**config.mk**
```make
export PLATFORM = sky130hd
export DESIGN_NAME = imem_loader
export DESIGN_NICKNAME = d
export VERILOG_FILES = /design/src/rtl/imem_loader.sv
export SDC_FILE = /design/constraint.sdc
export NUM_CORES = 1
export LEC_CHECK = 0
export ABC_AREA = 1
export BUFFER_PORTS_ARGS = -buffer_cell sky130_fd_sc_hd__clkbuf_2
export CAP_MARGIN = 20
export CELL_PAD_IN_SITES_DETAIL_PLACEMENT = 2
export CELL_PAD_IN_SITES_GLOBAL_PLACEMENT = 2
export CORE_ASPECT_RATIO = 0.8
export CORE_MARGIN = 4
export CORE_UTILIZATION = 35
export CTS_BUF_LIST = sky130_fd_sc_hd__clkbuf_4
export DETAILED_ROUTE_END_ITERATION = 10
export GPL_TIMING_DRIVEN = 1
export PLACE_DENSITY = 0.95
export SLEW_MARGIN = 20
export SYNTH_ARGS = -nofsm -noshare
export SYNTH_HDL_FRONTEND = slang
export SYNTH_SLANG_ARGS = --single-unit
```
**constraint.sdc**
```tcl
create_clock -name clk -period 3.5 [get_ports clk]
set_input_delay 0.525 -clock clk [delete_from_list [all_inputs] [get_ports clk]]
set_output_delay 0.525 -clock clk [all_outputs]
set_load 0.005 [all_outputs]
```
**src/rtl/imem_loader.sv**
```systemverilog
// Serial boot loader: receives a counted, checksummed byte stream and
// writes it as 32-bit words into instruction memory, holding the core in reset.
module imem_loader #(
  parameter int IMEM_WORDS = 256
) (
  input  logic        clk,
  input  logic        reset,
  input  logic        start,
  input  logic [7:0]  rx_data,
  input  logic        rx_valid,
  output logic        rx_ready,
  output logic        imem_we,
  output logic [31:0] imem_addr,
  output logic [31:0] imem_wdata,
  output logic        cpu_reset,
  output logic        busy,
  output logic        done,
  output logic        error,
  output logic [1:0]  err_code
);

  localparam int IW = (IMEM_WORDS > 1) ? $clog2(IMEM_WORDS) : 1;
  localparam logic [IW-1:0] W_ONE = 1;
  localparam logic [31:0] MAX_N = 32'(IMEM_WORDS);

  typedef enum logic [2:0] {
    IDLE, HDR0, HDR1, DATA, CSUM, DONE, ERROR
  } state_t;

  state_t state, state_nx;

  logic [15:0]   n_words;
  logic [IW-1:0] word_idx;
  logic [1:0]    byte_idx;
  logic [7:0]    csum;
  logic [23:0]   wbuf;

  logic        accept;
  logic [15:0] hdr_n;
  logic        oversize;
  logic        last_word;
  logic        go;

  assign rx_ready  = (state == HDR0) || (state == HDR1) ||
                     (state == DATA) || (state == CSUM);
  assign busy      = rx_ready;
  assign done      = (state == DONE);
  assign error     = (state == ERROR);
  assign cpu_reset = (state != DONE);

  assign accept    = rx_valid && rx_ready;
  assign go        = start && !busy;
  assign hdr_n     = {rx_data, n_words[7:0]};
  assign oversize  = {16'h0, hdr_n} > MAX_N;
  assign last_word = (17'(word_idx) + 17'd1) == {1'b0, n_words};

  always_ff @(posedge clk) begin
    if (reset) state <= IDLE;
    else       state <= state_nx;
  end

  always_comb begin
    state_nx = state;
    unique case (state)
      IDLE, DONE, ERROR:
        if (start) state_nx = HDR0;
      HDR0:
        if (accept) state_nx = HDR1;
      HDR1:
        if (accept) begin
          if (oversize)          state_nx = ERROR;
          else if (hdr_n == '0)  state_nx = CSUM;
          else                   state_nx = DATA;
        end
      DATA:
        if (accept && byte_idx == 2'd3 && last_word)
          state_nx = CSUM;
      CSUM:
        if (accept)
          state_nx = (rx_data == csum) ? DONE : ERROR;
      default:
        state_nx = IDLE;
    endcase
  end

  always_ff @(posedge clk) begin
    if (reset) begin
      n_words    <= '0;
      word_idx   <= '0;
      byte_idx   <= '0;
      csum       <= '0;
      wbuf       <= '0;
      err_code   <= '0;
      imem_we    <= 1'b0;
      imem_addr  <= '0;
      imem_wdata <= '0;
    end else begin
      imem_we <= 1'b0;
      if (go) begin
        word_idx <= '0;
        byte_idx <= '0;
        csum     <= '0;
        err_code <= '0;
      end
      if (accept) begin
        unique case (state)
          HDR0: n_words <= {8'h00, rx_data};
          HDR1: begin
            n_words[15:8] <= rx_data;
            if (oversize) err_code <= 2'd1;
          end
          DATA: begin
            csum     <= csum ^ rx_data;
            byte_idx <= byte_idx + 2'd1;
            if (byte_idx == 2'd3) begin
              imem_we    <= 1'b1;
              imem_addr  <= 32'({word_idx, 2'b00});
              imem_wdata <= {rx_data, wbuf};
              word_idx   <= word_idx + W_ONE;
            end else begin
              wbuf[8*byte_idx +: 8] <= rx_data;
            end
          end
          CSUM:
            if (rx_data != csum) err_code <= 2'd2;
          default: ;
        endcase
      end
    end
  end

endmodule

```
==> flow_summary.json <==
{
  "status": "finished, final reports clean",
  "p_leak_nw": 2.068,
  "syn_area_sq_um": 4608,
  "cts_tree": "built",
  "final_util": 0.3968,
  "grt_pass1_wl_um": 26290,
  "grt.total_usage": 0.2240,
  "post-place-ws_ps": 1198,
  "peakVddDrop_mv": 0.1622,
  "postCtsSetupRepairBufs": 0,
  "critPathMaxFanout": 7,
  "synth.most_common_cell": "nand2_1",
  "finalWorstSetupSlack_ps": 1120,
  "critPathLaunchType": "register",
  "finalNonFillerCells": 826,
  "finalHoldViolations": 0,
  "slew_headroom": 0.4976,
  "clock-sinks": 104,
  "die-area_sq_um": 15080,
  "fin_nets": 663,
  "synth_commonest_cells": "112 x nand2_1, 104 x dfxtp_1, 72 x inv_1",
  "fin_tns_setup_ps": 0,
  "synth_edf_count": 0,
  "yosysTopAreaCell": "dfxtp_1",
  "port_buffers": 59,
  "die_y_um": 110.6,
  "area_delta_synth_final_pct": 10.81,
  "finalInstanceArea_sq_um": 5106,
  "power.density_nw_per_um2": 518.4,
  "fin_crit_sh": 0.6800,
  "gp_congestion": 0.8378,
  "ys_seq_area_frac": 0.4518,
  "clk_pin_slew_worst_paths_ps": 180,
  "ys_ff_latch": 104,
  "io_pins": 84,
  "die_x_um": 136.3,
  "post-place-cells": 809,
  "ctsHoldBuffers": 0,
  "start_util": 0.3581,
  "rows": 37,
  "post_cts_resized": 0,
  "placed_area_sq_um": 4935,
  "regToRegSetupSlack_ps": 1120,
  "rsz0062_at_grt": "no",
  "ant_nets": 0,
  "antenna_found_initial": 1,
  "arrival_ps": 2800,
  "totalWireLength_um": 16490,
  "htreeDepth": 3,
  "first_pass_iters": 5,
  "crit_type": "register to register",
  "synthTopCellsByArea": "dfxtp_1 45%, nand2_1 9.1%, inv_1 5.9%, buf_4 4.1%, a21oi_1 4.0%",
  "worstHoldPathType": "input pin to register",
  "hpwl_um": 12050,
  "min_period_ps": 2380,
  "grt_pass1_vias": 4820,
  "syn_area_per_cell_sq_um": 7.732,
  "yosys_warnings": 0,
  "overflow": 0,
  "setup_violations": 0,
  "cts_root_buffer": "clkbuf_4",
  "core_region_area_sq_um": 12870,
  "clk_path_buf_depth": 2,
  "drive_gt1_frac": 0.1554,
  "grt_max_degree": 44,
  "post_drt_wl_per_cell_um": 19.96,
  "cap_violations": 0,
  "cts_buffers": 9,
  "viasPerCell": 5.224,
  "max_freq_ghz": 0.4202,
  "drt_drc_violations_left": 0,
  "worst_slew_pin_slew_ps": 752.6,
  "clk_latency_ps": 520,
  "maxSlewViolCount": 0,
  "critPathRequiredTime_ps": 3920,
  "ys_types": 31,
  "vias": 4315,
  "synth_top_area_frac": 0.4518,
  "drt_iter0_drc": 258,
  "synthArstFlopShare": 0,
  "synth_ff_type": "dfxtp_1",
  "end_kind": "register",
  "clock_skew_ps": 27.89,
  "syn_inst": 596,
  "num-fill-cells": 1523
}
stage by stage:
stage | hold WS, ps | total power, W
after CTS | 323.2 | 0.002667
after detailed placement | 453.7 | 0.001916
final | 356.7 | 0.002647
after floorplan | 429.7 | 0.001737
after global placement | 442.3 | 0.001847
after global routing | 336.4 | 0.002798
cells in the final DEF (no fill, tap or decap):
| cell | netlist | layout |
|---|---|---|
| xnor3_1 | 1 | 1 |
| a211oi_2 | 8 | 8 |
| nor2_2 | 2 | 3 |
| clkinv_2 | 1 | 1 |
| nand3_2 | 1 | 1 |
| nor3_1 | 3 | 3 |
| inv_6 | 0 | 3 |
| nand3_1 | 31 | 31 |
| nor2_4 | 3 | 3 |
| nand4_1 | 2 | 2 |
| clkbuf_4 | 0 | 11 |
| a211oi_1 | 17 | 17 |
| nand3_4 | 2 | 2 |
| conb_1 | 1 | 24 |
| xor2_1 | 5 | 5 |
| bufinv_16 | 0 | 2 |
| nand2_4 | 1 | 1 |
| diode_2 | 0 | 1 |
| o32ai_1 | 1 | 1 |
| dfxtp_1 | 104 | 104 |
| inv_2 | 3 | 3 |
| buf_4 | 25 | 4 |
| nor2_1 | 43 | 42 |
| o21ai_1 | 34 | 34 |
| inv_1 | 72 | 72 |
| ha_1 | 6 | 6 |
| o21ai_0 | 35 | 35 |
| nand2_1 | 112 | 112 |
| clkbuf_2 | 0 | 59 |
| a21oi_1 | 37 | 37 |
| xnor2_1 | 4 | 4 |
| a31oi_1 | 16 | 16 |
| o22ai_1 | 3 | 3 |
power breakdown:
group | internal, W | switching [W] | leakage, nW
clock | 0.000314 | 0.000438 | 0.0925
combinational | 0.000172 | 0.000416 | 1.14
sequential | 0.00125 | 0.0000581 | 0.840
total | 0.00174 | 0.000912 | 2.07
per-layer routing:
| layer | wire [um] | global-route usage |
|---|---|---|
| met4 | 506 | 0.07992 |
| met1 | 6862 | 0.2595 |
| met3 | 781 | 0.05009 |
| met5 | 0 | 0 |
| met2 | 8337 | 0.4005 |
final timing paths:
path,start,endpoint,depth (start not counted)
worst min register to register,imem_addr[9],imem_addr[9],2
worst min-delay path,reset,imem_we,4
worst max register to register,byte_idx[0],state[1],12
worst max-delay path,byte_idx[0],state[1],12
cell families after synthesis:
kind of cell    count (synthesis)  share of synthesized area
xor+xnor                       10                    0.02199
buf+inv                       124                     0.1287
fa+ha+maj                       6                    0.01629
flops                         104                     0.4518
compound gates                151                     0.1922
other cells                     1                  0.0008138
simple gates                  200                     0.1882
cell type report:
| type | count | area (sq um) | share of cell area |
|---|---|---|---|
| clock buffer | 11 | 82.58 | 0.01617 |
| multi-input combinational | 391 | 2022 | 0.3960 |
| clock inverter | 5 | 86.33 | 0.01691 |
| inverter | 76 | 286.5 | 0.05611 |
| sequential | 104 | 2082 | 0.4077 |
| tap | 175 | 219.0 | 0.04288 |
| antenna | 1 | 2.502 | 0.0004901 |
| timing repair buffer | 63 | 325.3 | 0.06371 |
state kept, by name (all words and copies together), names as in the netlist:
signal / count
imem_addr: 8
word_idx: 8
err_code: 2
imem_we: 1
wbuf: 24
byte_idx: 2
imem_wdata: 32
n_words: 16
state: 3
csum: 8
worst max-delay path, stage by stage (launching register included):
cell     delay [ps]
dfxtp_1         530
ha_1            220
inv_1           200
nor2_1          210
nand2_1         100
nor2_1          190
nand3_1         110
nor2_1          110
nand2_1          80
nor2_1           90
nand3_1         150
a21oi_1         200
nor2_1           70
Note: power is estimated with default switching activity, not from simulation.
